**src/rtl/dm_sba_master_if.sv**
```systemverilog
// dm_sba_master_if: system bus request/response channel between the SBA master and the bus
//   master modport : drives bus_req_o/bus_we_o/bus_addr_o/bus_wdata_o/bus_size_o, receives gnt/rvalid/rdata/err
//   slave modport  : the mirror view for the bus side
interface dm_sba_master_if;
   logic        bus_req_o;
   logic        bus_we_o;
   logic [31:0] bus_addr_o;
   logic [31:0] bus_wdata_o;
   logic [2:0]  bus_size_o;
   logic        bus_gnt_i;
   logic        bus_rvalid_i;
   logic [31:0] bus_rdata_i;
   logic        bus_err_i;
   modport master (
      output bus_req_o, bus_we_o, bus_addr_o, bus_wdata_o, bus_size_o,
      input  bus_gnt_i, bus_rvalid_i, bus_rdata_i, bus_err_i
   );
   modport slave (
      input  bus_req_o, bus_we_o, bus_addr_o, bus_wdata_o, bus_size_o,
      output bus_gnt_i, bus_rvalid_i, bus_rdata_i, bus_err_i
   );
endinterface

```
**src/rtl/dm_sba_master.sv**
```systemverilog
// dm_sba_master: debug-module system bus access master (sbcs/sbaddress0/sbdata0, 32-bit accesses)
//   clk, rst (async, active-low), test_mode (DFT strap, unused functionally)
//   reg_valid_i/reg_write_i/reg_addr_i/reg_wdata_i : DM register access, reg_rdata_o combinational read data
//   bus : system bus master port (request held until grant, one response per request)
module dm_sba_master (
   input  logic                  clk,
   input  logic                  rst,
   input  logic                  test_mode,
   input  logic                  reg_valid_i,
   input  logic                  reg_write_i,
   input  logic [6:0]            reg_addr_i,
   input  logic [31:0]           reg_wdata_i,
   output logic [31:0]           reg_rdata_o,
   dm_sba_master_if.master       bus
);
   typedef enum logic [1:0] {IDLE, REQ, RSP} state_t;
   state_t      state;
   logic        sbbusyerror, sbreadonaddr, sbautoincrement, sbreadondata;
   logic [2:0]  sbaccess, sberror;
   logic [31:0] sbaddress0, sbdata0;
   logic        sbbusy, wr_cs, wr_addr, wr_data, rd_data, blocked, trig;
   logic [31:0] trig_addr, trig_data, sbcs;
   logic        unused;
   assign unused = test_mode;
   assign sbbusy = state != IDLE;
   assign wr_cs = reg_valid_i & reg_write_i & (reg_addr_i == 7'h38);
   assign wr_addr = reg_valid_i & reg_write_i & (reg_addr_i == 7'h39);
   assign wr_data = reg_valid_i & reg_write_i & (reg_addr_i == 7'h3C);
   assign rd_data = reg_valid_i & ~reg_write_i & (reg_addr_i == 7'h3C);
   // a sticky error, or an access already in flight, suppresses any new trigger
   assign blocked = sbbusy | (sberror != 3'd0) | sbbusyerror;
   assign trig = ~blocked & ((wr_addr & sbreadonaddr) | wr_data | (rd_data & sbreadondata));
   // the access uses the value being written in the trigger cycle
   assign trig_addr = wr_addr ? reg_wdata_i : sbaddress0;
   assign trig_data = wr_data ? reg_wdata_i : sbdata0;
   assign sbcs = {3'd1, 6'd0, sbbusyerror, sbbusy, sbreadonaddr, sbaccess, sbautoincrement,
                  sbreadondata, sberror, 7'd32, 2'd0, 1'b1, 2'd0};
   assign bus.bus_size_o = 3'd2;
   always_comb
      reg_rdata_o = (reg_addr_i == 7'h38) ? sbcs :
                    (reg_addr_i == 7'h39) ? sbaddress0 :
                    (reg_addr_i == 7'h3C) ? sbdata0 : 32'd0;
   always_ff @(posedge clk or negedge rst) begin
      if (!rst) begin
         state           <= IDLE;
         sbbusyerror     <= 1'b0;
         sbreadonaddr    <= 1'b0;
         sbautoincrement <= 1'b0;
         sbreadondata    <= 1'b0;
         sbaccess        <= 3'd0;
         sberror         <= 3'd0;
         sbaddress0      <= 32'd0;
         sbdata0         <= 32'd0;
         bus.bus_req_o   <= 1'b0;
         bus.bus_we_o    <= 1'b0;
         bus.bus_addr_o  <= 32'd0;
         bus.bus_wdata_o <= 32'd0;
      end else begin
         if (wr_cs) begin
            sbreadonaddr    <= reg_wdata_i[20];
            sbaccess        <= reg_wdata_i[19:17];
            sbautoincrement <= reg_wdata_i[16];
            sbreadondata    <= reg_wdata_i[15];
            sbbusyerror     <= sbbusyerror & ~reg_wdata_i[22];
            sberror         <= sberror & ~reg_wdata_i[14:12];
         end
         if (sbbusy & (wr_addr | wr_data | rd_data))
            sbbusyerror <= 1'b1;
         if (~sbbusy & wr_addr)
            sbaddress0 <= reg_wdata_i;
         if (~sbbusy & wr_data)
            sbdata0 <= reg_wdata_i;
         if (trig) begin
            if (sbaccess != 3'd2)
               sberror <= 3'd4;
            else if (trig_addr[1:0] != 2'd0)
               sberror <= 3'd3;
            else begin
               state           <= REQ;
               bus.bus_req_o   <= 1'b1;
               bus.bus_we_o    <= wr_data;
               bus.bus_addr_o  <= trig_addr;
               bus.bus_wdata_o <= trig_data;
            end
         end
         if (state == REQ && bus.bus_gnt_i) begin
            state         <= RSP;
            bus.bus_req_o <= 1'b0;
         end else if (state == RSP && bus.bus_rvalid_i) begin
            state <= IDLE;
            if (bus.bus_err_i)
               sberror <= 3'd2;
            else begin
               if (!bus.bus_we_o)
                  sbdata0 <= bus.bus_rdata_i;
               if (sbautoincrement)
                  sbaddress0 <= sbaddress0 + 32'd4;
            end
         end
      end
   end
endmodule

```
**src/flat_wrapper.sv**
```systemverilog
// flat-port wrapper written by rule: the top's interface ports become plain ports
module dm_sba_master_flat 
  (clk, rst, test_mode, reg_valid_i, reg_write_i, reg_addr_i, reg_wdata_i, reg_rdata_o, bus_bus_req_o, bus_bus_we_o, bus_bus_addr_o, bus_bus_wdata_o, bus_bus_size_o, bus_bus_gnt_i, bus_bus_rvalid_i, bus_bus_rdata_i, bus_bus_err_i);
  dm_sba_master_if bus_i ();
  input  logic clk;
  input  logic rst;
  input  logic test_mode;
  input  logic reg_valid_i;
  input  logic reg_write_i;
  input  logic [6:0] reg_addr_i;
  input  logic [31:0] reg_wdata_i;
  output logic [31:0] reg_rdata_o;
  output wire logic [$bits(bus_i.bus_req_o)-1:0] bus_bus_req_o;
  output wire logic [$bits(bus_i.bus_we_o)-1:0] bus_bus_we_o;
  output wire logic [$bits(bus_i.bus_addr_o)-1:0] bus_bus_addr_o;
  output wire logic [$bits(bus_i.bus_wdata_o)-1:0] bus_bus_wdata_o;
  output wire logic [$bits(bus_i.bus_size_o)-1:0] bus_bus_size_o;
  input wire logic [$bits(bus_i.bus_gnt_i)-1:0] bus_bus_gnt_i;
  input wire logic [$bits(bus_i.bus_rvalid_i)-1:0] bus_bus_rvalid_i;
  input wire logic [$bits(bus_i.bus_rdata_i)-1:0] bus_bus_rdata_i;
  input wire logic [$bits(bus_i.bus_err_i)-1:0] bus_bus_err_i;
  assign bus_bus_req_o = bus_i.bus_req_o;
  assign bus_bus_we_o = bus_i.bus_we_o;
  assign bus_bus_addr_o = bus_i.bus_addr_o;
  assign bus_bus_wdata_o = bus_i.bus_wdata_o;
  assign bus_bus_size_o = bus_i.bus_size_o;
  assign bus_i.bus_gnt_i = bus_bus_gnt_i;
  assign bus_i.bus_rvalid_i = bus_bus_rvalid_i;
  assign bus_i.bus_rdata_i = bus_bus_rdata_i;
  assign bus_i.bus_err_i = bus_bus_err_i;
  dm_sba_master u_core (.clk(clk), .rst(rst), .test_mode(test_mode), .reg_valid_i(reg_valid_i), .reg_write_i(reg_write_i), .reg_addr_i(reg_addr_i), .reg_wdata_i(reg_wdata_i), .reg_rdata_o(reg_rdata_o), .bus(bus_i));
endmodule
```
**config.mk**
```make
export PLATFORM = sky130hd
export DESIGN_NAME = dm_sba_master_flat
export DESIGN_NICKNAME = d
export VERILOG_FILES = /design/src/rtl/dm_sba_master_if.sv /design/src/rtl/dm_sba_master.sv /design/src/flat_wrapper.sv
export SDC_FILE = /design/constraint.sdc
export NUM_CORES = 1
export LEC_CHECK = 0
export CAP_MARGIN = 20
export CORE_MARGIN = 3
export CORE_UTILIZATION = 42
export CTS_BUF_LIST = sky130_fd_sc_hd__clkbuf_4
export DETAILED_ROUTE_END_ITERATION = 10
export PLACE_DENSITY_LB_ADDON = 0.08
export SETUP_SLACK_MARGIN = 0.15
export SYNTH_ARGS = -nofsm -noshare
export SYNTH_HDL_FRONTEND = slang
export SYNTH_SLANG_ARGS = --single-unit
```
**constraint.sdc**
```tcl
create_clock -name clk -period 4.96 [get_ports clk]
set_clock_uncertainty 0.1 [all_clocks]
set_input_delay 0.496 -clock clk [delete_from_list [all_inputs] [get_ports clk]]
set_output_delay 0.496 -clock clk [all_outputs]
set_load 0.1 [all_outputs]
```
==> summary.md <==
| Metric | Value |
|---|---|
| Final count of pins violating max slew | `0` |
| RSZ-0062 raised after global routing | `no` |
| Combined global-route utilization of all metal layers | `0.230` |
| Cell area after technology mapping | `7750 um2` |
| Total number of yosys warnings | `0` |
| Clock transition at the registers of the reported paths | `120 ps` |
| Power after layout | `0.00258 W` |
| Internal Pwr Total | `0.00192 W` |
| Sequential power share | `0.506` |
| Largest fanout on the critical path | `11` |
| Transition at the pin with the smallest max-transition slack | `1120 ps` |
| GP Congestion | `0.817` |
| MaxCap Viol Count | `0` |
| Global-route wire length before repair | `36.6 mm` |
| Cell variety after synth | `53` |
| Total overflow reported by the global router | `0` |
| Clock Sinks | `142` |
| Worst hold margin | `311 ps` |
| Die outline area | `20100 um2` |
| Result of the run | `finished, final reports clean` |
| Cell at the root of the clock tree | `sky130_fd_sc_hd__clkbuf_4` |
| Count of cells resized by post-cts repair | `0` |
| Router iterations before antenna repair | `6` |
| Core Rows | `49` |
| Layout overhead on the synthesized area | `32.1%` |
| Count of placed standard cells in the final layout, fillers left out | `1162` |
| Crit-path most repeated cell | `sky130_fd_sc_hd__nor2_1` |
| Data arrival at the endpoint of the critical path | `2890 ps` |
| Ys flop type | `sky130_fd_sc_hd__dfrtp_1` |
| Cells after Synth | `758` |
| Port bufs | `175` |
| Number of filler instances in the final layout | `1584` |
| Number of hold violations in the final report | `0` |
| Pwr per Cell Area | `252 nW/um2` |
| Total of endpoints with negative setup slack in the final report | `0` |
| Clk network pwr share | `0.365` |
| Data required, critical path | `4360 ps` |
| Worst IR Drop VDD | `0.124 mV` |
| Number of antenna violations at the first check in global routing | `1` |
| Ratio of cells with drive above 1 in the final layout | `0.205` |
| Worst slew margin relative to its limit | `0.250` |
| Worst min path class | `primary input to async pin` |
| Ordered list of cells on the worst path | `clkdlybuf4s50_1 > inv_1 > nor2_1 > buf_4 > a22oi_1 > nor2_1 > buf_12` |
| Routed vias/inst | `5.70` |
| Total of flip-flops plus latches after synthesis | `142` |
| Worst-skew pair later-pin latency | `570 ps` |
| Static Leakage | `4.38 nW` |
| Delay-heaviest family, CP | `buffers and inverters` |
| Total Wirelength | `23.0 mm` |
| Post-Place Cells | `1127` |
| Number of enable-type register cells in the synthesized netlist | `0` |
| Die Wd | `142 um` |
| Sw Share | `0.257` |
| Wire length per cell | `19.8 um` |
| Initial cell density of the core | `0.430` |
| Crit path kind | `primary input to primary output` |
| Maximum cell stage delay along the critical path | `770 ps` |
| Area of the multi-input gates | `3930 um2` |
| Clk buf depth | `2` |
| Slowest CP cell | `sky130_fd_sc_hd__clkdlybuf4s50_1` |
| Antenna-violating nets left | `0` |
| Area of the core region | `18000 um2` |
| Kind of launch point of the worst setup path | `primary input` |
| Part of the total power dissipated in combinational logic | `0.129` |
| TritonCTS buffer count | `17` |
| CP endpoint kind | `primary output` |
| DRC violations left | `0` |
| Detailed Place HPWL | `15.9 mm` |
| Buffer and inverter count on the worst path | `4` |
| Avg Synthesized Cell Area | `10.2 um2` |
| Share of the cycle needed by the critical path after routing | `0.703` |
| Async S/R FF share, synth | `1.00` |
| Via count | `6620` |
| TritonCTS clock tree | `yes` |
| Final nets | `999` |
| Number of violations reported at the end of detailed-routing iteration 0 | `500` |
| Total Negative Setup Slacks | `0 ps` |
| H-tree lvl count | `4` |
| Area of all sequential standard cells | `3550 um2` |
| Count of pins on the block boundary | `180` |
| Die outline height | `142 um` |
| Portion of the post-synthesis area used by sequential elements | `0.458` |
| Vias in the first global route | `6835` |
| Highest attainable clock frequency | `287 MHz` |
| Net Sw Power | `0.000662 W` |
| Largest net degree at the start of global routing | `109` |
| Clock period minus final worst setup slack | `3490 ps` |
## flip-flops by register name (all words and copies together), names as in the netlist
name,flops
u_core.sbbusyerror,1
u_core.sbautoincrement,1
u_core.state,2
u_core.bus.bus_req_o,1
u_core.sbaccess,3
u_core.bus.bus_wdata_o,32
u_core.sbaddress0,32
u_core.sbreadonaddr,1
u_core.sbdata0,32
u_core.sberror,3
u_core.sbreadondata,1
u_core.bus.bus_addr_o,32
u_core.bus.bus_we_o,1
## path summary, 6_finish.rpt
path	to	slack [ps]	cells after the start	from
setup reg to reg	u_core.bus.bus_addr_o[24]$_DFFE_PN0P_	2030	6	u_core.state[0]$_DFFE_PN0P_
max in group asynchronous	u_core.sbaddress0[14]$_DFF_PN0_	3240	4	rst
setup / recovery	reg_rdata_o[9]	1470	7	reg_addr_i[2]
hold reg to reg	u_core.bus.bus_wdata_o[19]$_DFFE_PN0P_	400	1	u_core.bus.bus_wdata_o[19]$_DFFE_PN0P_
min in group clk	u_core.sbdata0[15]$_DFF_PN0_	370	3	bus_bus_rdata_i[15]
hold / removal	u_core.bus.bus_wdata_o[22]$_DFFE_PN0P_	310	2	rst
## through the flow
stage,cell area (um2),util,worst slack [ps]
2_1_floorplan,7750,-,1390
3_3_place_gp,9840,0.546,1500
3_5_place_dp,9840,0.546,1470
4_1_cts,10200,0.567,1460
5_1_grt,10200,0.568,1380
6_report,10200,0.568,1470
## power by group through the flow
| stage | registers, W | logic (W) | clock network (W) |
|---|---|---|---|
| 2_1_floorplan | 0.00130 | 0.000192 | 0 |
| 3_3_place_gp | 0.00132 | 0.000323 | 0 |
| 3_5_place_dp | 0.00132 | 0.000331 | 0 |
| 4_1_cts | 0.00130 | 0.000334 | 0.000963 |
| 5_1_grt | 0.00131 | 0.000370 | 0.00101 |
| 6_report | 0.00130 | 0.000334 | 0.000940 |
## kinds of logic after synthesis
family	synth area share
multiplexers	0.238
buffers and inverters	0.0378
flip-flops	0.458
AND/OR/NAND/NOR	0.139
AO/OA/AOI/OAI	0.124
other	0.000969
adder cells (fa/ha/maj)	0.00161
## metal layers
layer  global-route usage  wire (um)  vias up
li1                     -          -     3069
met1                0.312      10200     3300
met2                0.364      10900      219
met3               0.0519       1440       32
met4               0.0783        385        0
met5                    0          0        -
## synthesized netlist by cell type, drive strengths merged, types with 7 or more instances
cell type | number | share of area
buf | 19 | 0.016
mux2 | 124 | 0.18
inv | 10 | 0.0048
nand4 | 9 | 0.0073
nand2 | 75 | 0.036
o22ai | 10 | 0.0081
and2 | 7 | 0.0056
nor2 | 73 | 0.035
nor3 | 10 | 0.0086
mux2i | 45 | 0.058
and3 | 10 | 0.0081
clkbuf | 34 | 0.016
dfrtp | 142 | 0.46
a211oi | 10 | 0.0097
o21ai | 50 | 0.032
a22oi | 18 | 0.017
nand3 | 11 | 0.0071
a21oi | 38 | 0.025
## cell usage in the layout (no fill, tap or decap), types with 4 or more instances in the layout
cell type / n
sky130_fd_sc_hd__nor3_1: 8
sky130_fd_sc_hd__buf_4: 31
sky130_fd_sc_hd__a211oi_1: 10
sky130_fd_sc_hd__nand2_1: 75
sky130_fd_sc_hd__nand4_1: 9
sky130_fd_sc_hd__a21oi_1: 38
sky130_fd_sc_hd__o22ai_1: 10
sky130_fd_sc_hd__and3_1: 10
sky130_fd_sc_hd__clkbuf_4: 20
sky130_fd_sc_hd__mux2_1: 25
sky130_fd_sc_hd__inv_1: 10
sky130_fd_sc_hd__nand3_1: 11
sky130_fd_sc_hd__nor2_1: 73
sky130_fd_sc_hd__mux2_2: 99
sky130_fd_sc_hd__clkdlybuf4s50_1: 142
sky130_fd_sc_hd__buf_12: 18
sky130_fd_sc_hd__and4_1: 6
sky130_fd_sc_hd__a22oi_1: 18
sky130_fd_sc_hd__nor2b_1: 4
sky130_fd_sc_hd__o21ai_0: 50
sky130_fd_sc_hd__bufinv_16: 6
sky130_fd_sc_hd__dfrtp_1: 142
sky130_fd_sc_hd__mux2i_1: 45
sky130_fd_sc_hd__nand2b_1: 6
sky130_fd_sc_hd__and2_1: 6
## final cells by class
type	count	area share
Sequential cell	142	0.347
Clock buffer	20	0.0147
Inverter	10	0.00366
Multi-Input combinational cell	554	0.384
Tap cell	229	0.0280
Antenna cell	1	0.000244
Timing Repair Buffer	194	0.201
Clock inverter	12	0.0211
## what timing repair did
| action | CTS | global route |
|---|---|---|
| hold endpoints to repair | 43 | 0 |
| hold buffers | 1 | 0 |
| setup buffers | 0 | 0 |
Power figures use the tool's default switching activity.
